**src/rtl/mem_stream_loader_pkg.sv**
```systemverilog
// Shared types and constants for the byte-stream RAM loader.
package mem_stream_loader_pkg;

  typedef enum logic [2:0] {
    ST_IDLE  = 3'd0,
    ST_PACK  = 3'd1,
    ST_WRITE = 3'd2,
    ST_READ  = 3'd3,
    ST_DRAIN = 3'd4
  } state_t;

  localparam int unsigned RAM_DEPTH      = 1024;
  localparam int unsigned BYTES_PER_WORD = 4;

  // Byte-lane enables for a word holding k bytes, filled from lane 0 upward.
  function automatic logic [3:0] be_for_count(input logic [2:0] k);
    case (k)
      3'd1:    be_for_count = 4'h1;
      3'd2:    be_for_count = 4'h3;
      3'd3:    be_for_count = 4'h7;
      3'd4:    be_for_count = 4'hF;
      default: be_for_count = 4'h0;
    endcase
  endfunction

endpackage

```
**src/rtl/mem_stream_loader_byte_packer.sv**
```systemverilog
// Little-endian byte-to-word packer: holds the partial word and its fill count.
module mem_stream_loader_byte_packer
  import mem_stream_loader_pkg::*;
(
  input  logic        clk,
  input  logic        reset_n,
  input  logic        take,
  input  logic        first,
  input  logic        close,
  input  logic [7:0]  data,
  output logic [31:0] word_c,
  output logic [3:0]  be_c,
  output logic        full_c
);

  logic [31:0] lanes_q;
  logic [1:0]  cnt_q;
  logic [1:0]  lane;
  logic [2:0]  cnt_next;

  // Word as it would look with the presented byte merged into the next lane.
  always_comb begin
    lane     = first ? 2'd0 : cnt_q;
    word_c   = first ? 32'd0 : lanes_q;
    word_c[{lane, 3'b000} +: 8] = data;
    cnt_next = {1'b0, lane} + 3'd1;
    be_c     = be_for_count(cnt_next);
    full_c   = (cnt_next == 3'(BYTES_PER_WORD));
  end

  // Hold the partial word; a closing byte empties the packer for the next word.
  always_ff @(posedge clk) begin
    if (!reset_n) begin
      lanes_q <= '0;
      cnt_q   <= '0;
    end else if (take) begin
      if (close) begin
        lanes_q <= '0;
        cnt_q   <= '0;
      end else begin
        lanes_q <= word_c;
        cnt_q   <= cnt_next[1:0];
      end
    end
  end

endmodule

```
**src/rtl/mem_stream_loader.sv**
```systemverilog
// Byte-stream loader and readback checksummer for a single-port word RAM.
module mem_stream_loader
  import mem_stream_loader_pkg::*;
#(
  parameter int unsigned ADDR_W    = 10,
  parameter int unsigned BASE_ADDR = 0
) (
  input  logic              clk,
  input  logic              reset_n,
  input  logic [7:0]        in_data,
  input  logic              in_valid,
  input  logic              in_last,
  output logic              in_ready,
  output logic [ADDR_W-1:0] mem_address,
  output logic [3:0]        mem_byteenable,
  output logic              mem_chipselect,
  output logic              mem_write,
  output logic [31:0]       mem_writedata,
  input  logic [31:0]       mem_readdata,
  input  logic              sum_start,
  input  logic [ADDR_W:0]   sum_len,
  output logic              busy,
  output logic              load_done,
  output logic [ADDR_W:0]   load_words,
  output logic              overflow,
  output logic [31:0]       checksum,
  output logic              sum_valid
);

  localparam logic [ADDR_W:0]   DEPTH = {1'b1, {ADDR_W{1'b0}}};
  localparam logic [ADDR_W:0]   ONE   = {{ADDR_W{1'b0}}, 1'b1};
  localparam logic [ADDR_W-1:0] BASE  = ADDR_W'(BASE_ADDR);

  state_t state_q, state_d;

  logic              ready_q;
  logic              last_q;
  logic              rd_cap_q;
  logic [ADDR_W:0]   rd_cnt_q, len_q;
  logic [31:0]       acc_q;

  logic              start_c, accept_c, first_c, closing_c, wr_ovf_c;
  logic [ADDR_W:0]   wr_off_c, len_clamp_c;
  logic [31:0]       pk_word_c;
  logic [3:0]        pk_be_c;
  logic              pk_full_c;

  logic [ADDR_W-1:0] addr_d;
  logic [3:0]        be_d;
  logic              cs_d, wr_d, done_d, ovf_d, sv_d, last_d;
  logic [31:0]       wdata_d, chk_d, acc_d;
  logic [ADDR_W:0]   words_d, rd_cnt_d, len_d;

  // A byte offered together with sum_start in IDLE is refused in the same cycle,
  // so the source never sees a handshake for a byte the loader drops.
  assign start_c     = sum_start && (state_q == ST_IDLE);
  assign in_ready    = ready_q && !start_c;
  assign accept_c    = in_valid && in_ready;
  assign first_c     = (state_q == ST_IDLE);
  assign closing_c   = accept_c && (pk_full_c || in_last);
  assign wr_off_c    = first_c ? '0 : load_words;
  assign wr_ovf_c    = (wr_off_c == DEPTH);
  assign len_clamp_c = (sum_len > DEPTH) ? DEPTH : sum_len;

  mem_stream_loader_byte_packer u_packer (
    .clk     (clk),
    .reset_n (reset_n),
    .take    (accept_c),
    .first   (first_c),
    .close   (closing_c),
    .data    (in_data),
    .word_c  (pk_word_c),
    .be_c    (pk_be_c),
    .full_c  (pk_full_c)
  );

  // State register.
  always_ff @(posedge clk) begin
    if (!reset_n) state_q <= ST_IDLE;
    else          state_q <= state_d;
  end

  // Next-state logic.
  always_comb begin
    state_d = state_q;
    case (state_q)
      ST_IDLE: begin
        if (start_c)       state_d = (sum_len == '0) ? ST_IDLE : ST_READ;
        else if (accept_c) state_d = closing_c ? ST_WRITE : ST_PACK;
      end
      ST_PACK:  if (closing_c) state_d = ST_WRITE;
      ST_WRITE: state_d = last_q ? ST_IDLE : ST_PACK;
      ST_READ:  if (rd_cnt_q == len_q) state_d = ST_DRAIN;
      ST_DRAIN: state_d = ST_IDLE;
      default:  state_d = ST_IDLE;
    endcase
  end

  // Next values of the registered outputs and datapath counters.
  always_comb begin
    addr_d   = '0;
    be_d     = '0;
    cs_d     = 1'b0;
    wr_d     = 1'b0;
    wdata_d  = '0;
    done_d   = 1'b0;
    sv_d     = 1'b0;
    ovf_d    = overflow;
    words_d  = load_words;
    chk_d    = checksum;
    acc_d    = acc_q;
    rd_cnt_d = rd_cnt_q;
    len_d    = len_q;
    last_d   = last_q;
    case (state_q)
      ST_IDLE: begin
        if (start_c) begin
          acc_d = '0;
          len_d = len_clamp_c;
          if (sum_len == '0) begin
            chk_d = '0;
            sv_d  = 1'b1;
          end else begin
            cs_d     = 1'b1;
            be_d     = 4'hF;
            addr_d   = BASE;
            rd_cnt_d = ONE;
          end
        end else if (accept_c) begin
          words_d = '0;
          ovf_d   = 1'b0;
        end
      end
      ST_WRITE: begin
        if (mem_chipselect) words_d = load_words + ONE;
        done_d = last_q;
      end
      ST_READ: begin
        if (rd_cap_q) acc_d = acc_q + mem_readdata;
        if (rd_cnt_q != len_q) begin
          cs_d     = 1'b1;
          be_d     = 4'hF;
          addr_d   = BASE + rd_cnt_q[ADDR_W-1:0];
          rd_cnt_d = rd_cnt_q + ONE;
        end
      end
      ST_DRAIN: begin
        chk_d = acc_q + mem_readdata;
        sv_d  = 1'b1;
      end
      default: ;
    endcase
    // Closing byte: issue the word next cycle, or drop it once the RAM is full.
    if (closing_c) begin
      last_d = in_last;
      if (wr_ovf_c) begin
        ovf_d = 1'b1;
      end else begin
        cs_d    = 1'b1;
        wr_d    = 1'b1;
        be_d    = pk_be_c;
        wdata_d = pk_word_c;
        addr_d  = BASE + wr_off_c[ADDR_W-1:0];
      end
    end
  end

  // Output and datapath registers.
  always_ff @(posedge clk) begin
    if (!reset_n) begin
      ready_q        <= 1'b0;
      busy           <= 1'b0;
      mem_address    <= '0;
      mem_byteenable <= '0;
      mem_chipselect <= 1'b0;
      mem_write      <= 1'b0;
      mem_writedata  <= '0;
      load_done      <= 1'b0;
      load_words     <= '0;
      overflow       <= 1'b0;
      checksum       <= '0;
      sum_valid      <= 1'b0;
      last_q         <= 1'b0;
      rd_cap_q       <= 1'b0;
      rd_cnt_q       <= '0;
      len_q          <= '0;
      acc_q          <= '0;
    end else begin
      ready_q        <= (state_d == ST_IDLE) || (state_d == ST_PACK);
      busy           <= (state_d != ST_IDLE);
      mem_address    <= addr_d;
      mem_byteenable <= be_d;
      mem_chipselect <= cs_d;
      mem_write      <= wr_d;
      mem_writedata  <= wdata_d;
      load_done      <= done_d;
      load_words     <= words_d;
      overflow       <= ovf_d;
      checksum       <= chk_d;
      sum_valid      <= sv_d;
      last_q         <= last_d;
      rd_cap_q       <= (state_q == ST_READ);
      rd_cnt_q       <= rd_cnt_d;
      len_q          <= len_d;
      acc_q          <= acc_d;
    end
  end

endmodule

```
**config.mk**
```make
export PLATFORM = sky130hd
export DESIGN_NAME = mem_stream_loader
export DESIGN_NICKNAME = d
export VERILOG_FILES = /design/src/rtl/mem_stream_loader_pkg.sv /design/src/rtl/mem_stream_loader_byte_packer.sv /design/src/rtl/mem_stream_loader.sv
export SDC_FILE = /design/constraint.sdc
export NUM_CORES = 1
export LEC_CHECK = 0
export BUFFER_PORTS_ARGS = -buffer_cell sky130_fd_sc_hd__buf_2
export CORE_UTILIZATION = 45
export DETAILED_ROUTE_END_ITERATION = 6
export PLACE_DENSITY = 0.74
export SLEW_MARGIN = 20
export SYNTH_ARGS = -nofsm -noshare
export SYNTH_HDL_FRONTEND = slang
export SYNTH_HIERARCHICAL = 1
export SYNTH_SLANG_ARGS = --single-unit
```
**constraint.sdc**
```tcl
create_clock -name clk -period 8.95 [get_ports clk]
set_input_delay 2.685 -clock clk [delete_from_list [all_inputs] [get_ports clk]]
set_output_delay 2.685 -clock clk [all_outputs]
set_load 0.02 [all_outputs]
```
Word-level counts from Yosys, hierarchy flattened
Index checks and enable logic that the tools add are counted.
{"block": "word_totals", "word_cells": 127, "inputBits": 56, "regBits": 189, "output_inout_bits": 96}
{"block": "classes", "n_bitwise": 2, "reduce_logical": 22, "n_lt_le_gt_ge": 1, "muxes": 55, "shifts": 2, "eq_ne": 20, "add_sub_neg": 5}
{"cell": "$mux W32", "n": 6}
{"cell": "$pmux W32 S2", "n": 2}
{"cell": "$mux W11", "n": 8}
{"cell": "$pmux W11 S2", "n": 2}
{"cell": "$mux W10", "n": 4}
{"cell": "$add A32 B32 Y32", "n": 1}
{"cell": "$bwmux W32", "n": 1}
{"cell": "$shift A8 B7 Y32 const A", "n": 1}
{"cell": "$shiftx A8 B7 Y32", "n": 1}
{"cell": "$add A11 B1 Y11 const B", "n": 2}
{"cell": "$mux W4", "n": 5}
{"cell": "$pmux W4 S4", "n": 1}
{"cell": "$mux W1", "n": 14}
{"cell": "$ne A2 B2 Y1 const B", "n": 7}
{"cell": "$eq A3 B2 Y1 const B", "n": 4}
{"cell": "$mux W3", "n": 4}
{"cell": "$pmux W3 S4", "n": 1}
{"cell": "$eq A11 B11 Y1", "n": 1}
{"cell": "$eq A11 B11 Y1 const B", "n": 1}
{"cell": "$gt A11 B11 Y1 const B", "n": 1}
{"cell": "$logic_not A11 Y1", "n": 1}
{"cell": "$ne A11 B11 Y1", "n": 1}
{"cell": "$eq A3 B1 Y1 const B", "n": 3}
{"cell": "$mux W2", "n": 4}
{"cell": "17 further kinds", "n": 31}

Longest topological paths before layout
Gate-level depths: netlist of run 1.
{"block": "logic_depth", "ltp_word": 12, "mapped_depth": 14, "mapped_depth_nobuf": 11}

Modules after synthesis
Netlist of run 1, hierarchy kept.
{"module": "mem_stream_loader", "area_per_inst_um2": 7239.4, "seq_area_each_um2": 3103.0, "n_inst": 1, "cells_per_inst": 805}
{"module": "mem_stream_loader_byte_packer", "area_per_inst_um2": 1925.6, "seq_area_each_um2": 680.7, "n_inst": 1, "cells_per_inst": 212}

Worst setup path before layout of run 1
No wires, ideal clock.
{"block": "synth_timing", "kind": "input port to output port", "from": "input sum_start", "to": "output in_ready", "path_slack_ps": 2778, "path_buffers": 1, "stages": 4, "arrival_ps": 3487, "required_ps": 6265, "cell_sequence": "nor2b_1 > nand2_1 > clkbuf_1 > and2_1"}
{"block": "synth_via", "elab_chain_cells": 3}
{"element": "from (decl)", "line_no": "mem_stream_loader.sv:20", "rtl": "input logic sum_start,"}
{"element": "$logic_and A1 B1 Y1", "line_no": "mem_stream_loader.sv:56", "rtl": "assign start_c = sum_start && (state_q == ST_IDLE);"}
{"element": "$logic_not A1 Y1", "line_no": "mem_stream_loader.sv:57", "rtl": "assign in_ready = ready_q && !start_c;"}
{"element": "$logic_and A1 B1 Y1", "line_no": "mem_stream_loader.sv:57"}
{"element": "to (decl)", "line_no": "mem_stream_loader.sv:13", "rtl": "output logic in_ready,"}
Every way passes these cells.

Worst setup path in the final report of run 1
Ends and elaborated chain as after synthesis.

==> metrics, run 1 <==
die height=145 microns; post-CTS sizing=0; vias in the first global route=7243; CP arrival=3.96 ns; drt pass-1 iters=6; Seq cells post-synth=189; clk slew on worst S/H paths=0.07 ns; Max Cap Violations=0; critical path class=in2out; status=completed; DP Wirelength=15900 microns; Initial Util=46.5%; CP cell instances=buf_2 > nor2b_1 > nand2_1 > and2_1 > buf_2; Slew HR=41.7%; clk buf depth=2; Sink Count=189; post-synth top area share=41.3%; DP Cell Count=1372; Antenna Violating Nets Remaining=0; total power=1.85 mW; fin crit period=6.64 ns; die width=145 microns; Post-synth top cells=189 x dfxtp_1, 95 x nor2_1, 78 x a21oi_1; Mean Syn Cell Area=9.01 sq um; aggregate routed wire length=22400 microns; Die Footprint=20900 sq um; Hold-fix buffers, CTS=0; post-route insts no fill=1404; actual slew at the worst max-slew pin=0.874 ns; Leak=4.62 nW; routability congestion estimate=0.856; Post-synth EDFFs=0; Yosys cell types=81; final net count=1222; delay of the slowest critical-path stage=0.43 ns; peak supply drop=0.124 mV; Via Count=7960; layout cell share with drive strength beyond 1=19.1%; skew final=0.0102 ns; top_reg_cell synth=dfxtp_1; cts bufs inserted=17; post-CTS setup buffers=0; Place WS=2.30 ns; Post-synth ARST share=0%; CTS tree=yes; crit path capture type=primary output; CTS Root Cell=clkbuf_16; grt ovf=0; CP Buf/Inv Count=2; CP max FO=23; post-DR vias/cell=5.67; WP data required=6.27 ns; largest net degree at the start of global routing=48; post-synth top area cell=dfxtp_1; Power Density=175 nW/um^2; Core Area=19700 sq um; placed cell areas=9980 sq um; final core occ=53.6%; flop2flop setup slack=4.93 ns; Max Clk Rate=151 MHz; antenna violations before repair=0; Synthesized Nets=1113; cell count after synthesis=1017; Clk Latency, worst-skew pair=0.44 ns; RSZ-0062 raised after global routing=false; register area share after synthesis=41.3%; DR WL/cell=16.0 microns; I/O Buffers=151; Critical Path Start Type=input port; Synth area leaders=dfxtp_1 41%, a22o_1 6.6%, ha_1 5.3%; most common cell in the synthesized netlist=dfxtp_1; area grow syn2layout=15.4%; CP max-delay cell=nand2_1; post-synthesis cell area=9170 sq um; Crit path max-delay family=simple AND/OR/NAND/NOR gates; first-pass GRT wire length=36500 microns; initial DRC count=604; Ant. Diodes=0; yosys warns=6; endpoints failing setup=0; H-tree levels=4; CP most frequent cell=buf_2; total negative slack=0 ns; DR DRC count=0; HP Class=reg2reg; IO Count=152; WHS=0.456 ns; fin area=10600 sq um; Final Hold Viols=0; Slew Viols, Final=0; GR Util All Layers=22.0%; Final WS setup=2.31 ns; num rows=51; final worst-path cycle share=74.2%
==> worst paths after layout <==
| path | start | to | cells past startpoint |
|---|---|---|---|
| max | sum_start | in_ready | 5 |
| min | u_packer/lanes_q[9]$_SDFFE_PN0P_ | u_packer/lanes_q[9]$_SDFFE_PN0P_ | 2 |
| max reg2reg | state_q[2]$_SDFF_PN0_ | u_packer/lanes_q[19]$_SDFFE_PN0P_ | 11 |
| min reg2reg | u_packer/lanes_q[9]$_SDFFE_PN0P_ | u_packer/lanes_q[9]$_SDFFE_PN0P_ | 2 |
==> kinds of logic after synthesis <==
group                    share of synthesized area (%)
multiplexers                                     0.123
AO/OA/AOI/OAI                                     23.2
buffers and inverters                             4.19
other                                           0.0409
XOR/XNOR                                          4.97
AND/OR/NAND/NOR                                   20.6
flip-flops                                        41.3
adder cells (fa/ha/maj)                           5.54
==> cell type report <==
cell class              instances  area [sq um]
clock buffers                  18           439
flip-flops and latches        189          3780
multi-input cells             743          5000
fillers                      1819          9140
repair buffers                158           808
inverters                      17          63.8
well taps                     265           332
clock inverters                14           151
==> metal layers <==
metal	part of all wire, %	routed length [microns]	global-route usage [%]
met2	47	10400	36.3
met5	0	0	0
met3	5.8	1310	3.78
met1	46	10300	29.2
met4	1.7	378	6.81
==> layout by cell type, fill, tap and decap left out, types with 4 or more instances in the layout <==
cell type,Yosys,layout
a211oi_1,5,5
a21o_1,13,13
a21oi_1,78,78
a22o_1,69,69
a22oi_1,22,22
a31oi_1,4,4
a32o_1,12,12
a32oi_1,9,9
and2_1,42,42
and3_1,9,9
and4b_1,9,9
buf_2,9,151
buf_4,4,7
clkbuf_16,0,17
clkinvlp_4,0,4
dfxtp_1,189,189
ha_1,39,39
inv_1,16,16
inv_6,0,5
nand2_1,69,69
nand2b_1,9,9
nand3_1,32,32
nand3b_1,6,6
nand4_1,22,22
nor2_1,95,95
nor2b_1,4,4
nor3_1,7,7
nor3b_1,12,12
nor4_1,9,9
o21a_1,12,12
o21ai_0,32,32
o31ai_1,6,6
or3_1,7,7
xnor2_1,16,16
xor2_1,36,36
==> flip-flops by register name, summed over array words and instances (netlist names), 10 cells and up <==
register and cells:
checksum 32, load_words 11, len_q 11, acc_q 32, mem_writedata 32, mem_address 10
rd_cnt_q 11, u_packer/lanes_q 32
==> tightest hold or removal path, stage by stage (launching register included) <==
cell     delay (ns)
dfxtp_1        0.31
nand2_1        0.05
a21oi_1        0.05
==> power breakdown <==
| group | switching [mW] | internal [mW] |
|---|---|---|
| registers | 0.0134 | 0.858 |
| clock network | 0.354 | 0.402 |
| logic | 0.146 | 0.0733 |
(Power assumes the default switching activity.)
==> run 2: changes to the inputs <==
ABC_AREA = 1   (was not set)
PLACE_DENSITY = 0.73   (was 0.74)
clock period = 6.3 ns   (was 8.95 ns; I/O delays follow)
==> run 2 against run 1 <==
Clock skew increased by 0.0031 ns. Count of clock-buffer cells in the layout decreased by 1. Total power increased by 83%. Sequential power increased by 52%. Combinational power increased to 4.1 times the previous value. Synthesized cell count increased by 56%. Synthesized area increased by 17%. Via count increased by 26%. Sequential share of layout area decreased by 4.8 points. Largest cell class unchanged.
==> metrics, run 2 <==
status=completed; delay of the slowest critical-path stage=0.15 ns (-0.28 ns); antenna violations before repair=0 (unchanged); CP arrival=2.38 ns (-1.58 ns); Slew HR=28.9% (-13 points); largest net degree at the start of global routing=56 (+17%); Yosys cell types=53 (-35%); Post-synth ARST share=0% (unchanged); crit path capture type=primary output; RSZ-0062 raised after global routing=false; Clk Latency, worst-skew pair=0.44 ns (about the same); CTS tree=yes; area grow syn2layout=13.6%; die width=157 microns (+8.2%); DR DRC count=0 (unchanged); Synthesized Nets=1680 (+51%); IO Count=152 (unchanged); CTS Root Cell=clkbuf_16; actual slew at the worst max-slew pin=1.06 ns (+0.186 ns); endpoints failing setup=0 (unchanged); CP cell instances=buf_2 > nand2_8 > nand2_1 > inv_1 > buf_2; post-DR vias/cell=4.92 (-13%); num rows=56 (+9.8%); Critical Path Start Type=input port; die height=157 microns (+8.2%); peak supply drop=0.187 mV (+51%); routability congestion estimate=0.945 (+10%); Die Footprint=24500 sq um (+17%); post-CTS setup buffers=0 (unchanged); yosys warns=6 (unchanged); most common cell in the synthesized netlist=nand2_1; critical path class=in2out; Sw Share=38.3% (+11 points); final worst-path cycle share=67.8%; CP max-delay cell=buf_2; aggregate routed wire length=27800 microns (+24%); total negative slack=0 ns (unchanged); post-CTS sizing=0 (unchanged); first-pass GRT wire length=46000 microns (+26%); Power Density=276 nW/um^2 (+58%); Clk pwr share=34.3% (-6.6 points); I/O Buffers=151 (unchanged); fin crit period=4.27 ns; final net count=1797 (+47%); initial DRC count=740 (+23%); Hold-fix buffers, CTS=0 (unchanged); clk slew on worst S/H paths=0.07 ns (about the same); Initial Util=45.8% (-0.66 points); CP max FO=8 (-65%); Antenna Violating Nets Remaining=0 (unchanged); post-synthesis cell area=10800 sq um (+17%); layout cell share with drive strength beyond 1=17.0% (-2.0 points); internal power=2.08 mW (+56%); top_reg_cell synth=dfxtp_1; Mean Syn Cell Area=6.79 sq um (-25%); register area share after synthesis=35.2% (-6.1 points); Max Clk Rate=234 MHz; Post-synth top cells=510 x nand2_1, 198 x inv_1, 189 x dfxtp_1; fin area=12200 sq um (+15%); Final Hold Viols=0 (unchanged); Max Cap Violations=0 (unchanged); Slew Viols, Final=0 (unchanged); WP data required=4.41 ns (-1.86 ns); Combinational Power Share=26.5% (+15 points); Seq cells post-synth=189 (unchanged); Via Count=10000 (+26%); H-tree levels=4 (unchanged); Leak=5.68 nW (+23%); DR WL/cell=13.7 microns (-15%); drt pass-1 iters=5 (-1); cell count after synthesis=1584 (+56%); HP Class=reg2reg; leading cell type in the layout, fill and taps excluded=nand2_1; GR Util All Layers=23.6% (+1.6 points); post-synth top area cell=dfxtp_1; sequential share of power=39.2% (-8.0 points); cts bufs inserted=17 (unchanged); Ant. Diodes=0 (unchanged); DP Wirelength=20200 microns (+27%); Sink Count=189 (unchanged); switching pwr=1.29 mW (+150%); placed cell areas=11600 sq um (+16%); most frequent cells in the layout=510 x nand2_1, 198 x inv_1, 189 x dfxtp_1; Synth area leaders=dfxtp_1 35%, nand2_1 18%, a21oi_1 7.4%; vias in the first global route=9375 (+29%); Core Area=23500 sq um (+19%); post-synth top area share=35.2% (-6.1 points); grt ovf=0 (unchanged); Layout fillers=2360 (+30%); clk buf depth=2 (unchanged); Post-synth EDFFs=0 (unchanged); skew final=0.0133 ns (+0.00307 ns); CP most frequent cell=buf_2
[run 2: final cells by class]
class                           instances  area [sq um]  share of cell area, %
Clock buffer                           17           425                   3.48
Sequential cell                       189          3780                   31.0
Timing Repair Buffer                  153           771                   6.31
Inverter                              213           805                   6.59
Tap cell                              319           399                   3.27
Clock inverter                         15           220                   1.80
Multi-Input combinational cell       1127          5810                   47.6
[run 2: logic make-up after synthesis]
kind of cell / after synthesis / share of synthesized area [%]
fa+ha+maj: 40 / 4.72
other cells: 1 / 0.0349
compound gates: 208 / 10.5
flops: 189 / 35.2
simple gates: 844 / 35.9
xor+xnor: 34 / 2.77
buf+inv: 268 / 10.9
[run 2: worst paths after layout]
kind	startpoint	endpoint	slack, ns	cells past startpoint
setup / recovery	sum_start	in_ready	2.03	5
hold reg to reg	checksum[4]$_SDFFE_PN0P_	checksum[4]$_SDFFE_PN0P_	0.46	2
setup reg to reg	state_q[1]$_SDFF_PN0_	u_packer/lanes_q[31]$_SDFFE_PN0P_	2.75	13
hold / removal	checksum[4]$_SDFFE_PN0P_	checksum[4]$_SDFFE_PN0P_	0.46	2
[run 2: worst max-delay path: cells and delay by family]
kind	cells	cell delay, ns
and+or+nand+nor	2	0.15
buffers and inverters	3	0.34
[run 2: through the flow]
step           util (%)  instances  hold WS [ns]  worst slack [ns]  power [mW]
5_1_grt            52.0       2033         0.476              1.96        3.57
3_5_place_dp       49.3       2001         0.453              2.04        2.24
6_report           52.0       2033         0.462              2.03        3.38
4_1_cts            52.0       2033         0.467              2.03        3.41
2_1_floorplan         -       1584         0.439              2.26        2.05
3_3_place_gp       49.3       2001         0.448              2.03        2.24
[run 2: per-layer routing]
metal / up-vias / global-route usage, % / wire, microns
li1: 5198 / - / -
met1: 4468 / 32.1 / 13100
met2: 312 / 38.4 / 12600
met3: 26 / 4.40 / 1770
met4: 0 / 5.51 / 337
met5: - / 0 / 0
[run 2: power groups by stage]
stage                     clock [mW]  sequential (mW)  combinational, mW
final                           1.16             1.32              0.895
after global routing            1.24             1.33              0.992
after CTS                       1.19             1.32              0.897
after detailed placement           0             1.35              0.893
after global placement             0             1.35              0.887
after floorplan                    0             1.37              0.681
==> run 3: changes to the inputs <==
PLACE_DENSITY = 0.76   (was 0.73)
clock period = 3.7 ns   (was 6.3 ns; I/O delays follow)
==> run 3 against run 2 <==
Critical path depth unchanged. Flip-flop and latch count unchanged. Combinational power increased by 73%. Sequential power increased by 71%. Setup slack got worse by 1.1 ns. Critical path type unchanged.
==> metrics, run 3 (same netlist as run 2, synthesis figures left out) <==
status=completed; Antenna Violating Nets Remaining=0 (unchanged); total negative slack=0 ns (unchanged); GR Util All Layers=23.4% (-0.12 points); Max Clk Rate=363 MHz; CP most frequent cell=buf_2; area grow syn2layout=13.6% (unchanged); clk slew on worst S/H paths=0.07 ns (about the same); grt ovf=0 (unchanged); Ant. Diodes=0 (unchanged); RSZ-0062 raised after global routing=false; CTS tree=yes; hold worst-path end=checksum[31]$_SDFFE_PN0P_; actual slew at the worst max-slew pin=0.932 ns (-0.129 ns); final net count=1806 (+0.50%); CP cell instances=buf_2 > nand2_8 > nand2_1 > inv_1 > buf_2; Worst R2R End=mem_byteenable[0]$_SDFF_PN0_; crit path capture type=primary output; WP data required=2.59 ns (-1.82 ns); Sink Count=189 (unchanged); aggregate routed wire length=28100 microns (+1.3%); I/O Buffers=151 (unchanged); R2R depth=11 (-2); die width=157 microns (unchanged); total power=5.62 mW (+66%); CP max-delay cell=buf_2; Final WS setup=0.947 ns (-1.08 ns); Hold-fix buffers, CTS=0 (unchanged); fin crit period=2.75 ns; critical path class=in2out; IO Count=152 (unchanged); leading cell type in the layout, fill and taps excluded=nand2_1; HP Class=reg2reg; vias in the first global route=9214 (-1.7%); endpoints failing setup=0 (unchanged); antenna violations before repair=0 (unchanged); Clk Latency, worst-skew pair=0.44 ns (about the same); DP Wirelength=20800 microns (+2.8%); first-pass GRT wire length=45800 microns (-0.46%); Place WS=0.619 ns (-1.42 ns); skew final=0.0134 ns (+0.000132 ns); num rows=56 (unchanged); flop2flop setup slack=1.09 ns (-1.66 ns); post-CTS setup buffers=0 (unchanged); Slew Viols, Final=0 (unchanged); Leak=5.69 nW (+0.25%); Final Hold Viols=0 (unchanged); Power Density=460 nW/um^2 (+66%); fin area=12200 sq um (unchanged); final core occ=52.0% (unchanged); layout cell share with drive strength beyond 1=17.4% (+0.39 points); post-CTS sizing=0 (unchanged); Hold Crit Depth=2 (unchanged); multi-input logic area=5800 sq um (about the same); H-tree levels=4 (unchanged); Slew HR=37.7% (+8.8 points); cts bufs inserted=17 (unchanged); DP Cell Count=2010 (+0.45%); largest net degree at the start of global routing=46 (-18%); post-DR vias/cell=5.00 (+1.6%); Die Footprint=24500 sq um (unchanged); Register Area=3780 sq um (unchanged); final worst-path cycle share=74.4%; WHS=0.460 ns (-0.00128 ns); Critical Path Start Type=input port; CTS Root Cell=clkbuf_16; CP max FO=8 (unchanged); delay of the slowest critical-path stage=0.15 ns (about the same); DR WL/cell=13.8 microns (+0.89%); most frequent cells in the layout=510 x nand2_1, 198 x inv_1, 189 x dfxtp_1; HP Start=checksum[31]$_SDFFE_PN0P_; clk buf depth=2 (unchanged); placed cell areas=11600 sq um (+0.65%); Layout fillers=2332 (-1.2%); Core Area=23500 sq um (unchanged); peak supply drop=0.294 mV (+57%); Max Cap Violations=0 (unchanged); routability congestion estimate=0.972 (+2.8%); DR DRC count=0 (unchanged); drt pass-1 iters=5 (unchanged); die height=157 microns (unchanged); CP arrival=1.64 ns (-0.74 ns); post-route insts no fill=2041 (+0.39%); initial DRC count=938 (+27%); reg2reg start=state_q[1]$_SDFF_PN0_; Initial Util=45.8% (unchanged); Via Count=10200 (+2.0%)
[run 3: final cells by class]
class / count / share of cell area [%]
Inverter: 213 / 6.59
Timing Repair Buffer: 162 / 6.97
Multi-Input combinational cell: 1127 / 47.5
Sequential cell: 189 / 31.0
Clock buffer: 17 / 3.48
Tap cell: 319 / 3.27
Clock inverter: 14 / 1.19
[run 3: routing by layer]
metal,share of wire [%],wire length (microns),vias to the layer above,track usage (%)
met2,45,12600,348,37.4
met3,6.3,1770,28,4.32
met1,48,13500,4604,32.5
met5,0,0,-,0
li1,-,-,5220,-
met4,1.1,303,0,5.84
[run 3: power by group]
part	internal [mW]	switching (mW)	total (mW)
Clock	0.898	0.913	1.81
Combinational	0.411	1.14	1.55
Sequential	2.16	0.0964	2.26
Total	3.47	2.15	5.62
[run 3: worst max path at each step]
stage / from / endpoint
after floorplan: mem_readdata[0] / checksum[16]$_SDFFE_PN0P_
after global placement: mem_readdata[0] / checksum[16]$_SDFFE_PN0P_
after detailed placement: mem_readdata[0] / checksum[16]$_SDFFE_PN0P_
after CTS: sum_start / in_ready
after global routing: state_q[1]$_SDFF_PN0_ / mem_byteenable[2]$_SDFF_PN0_
final: sum_start / in_ready
[run 3: critical path, delay by kind of cell]
kind,cells,cell delay [ns]
buf+inv,3,0.36
simple gates,2,0.17
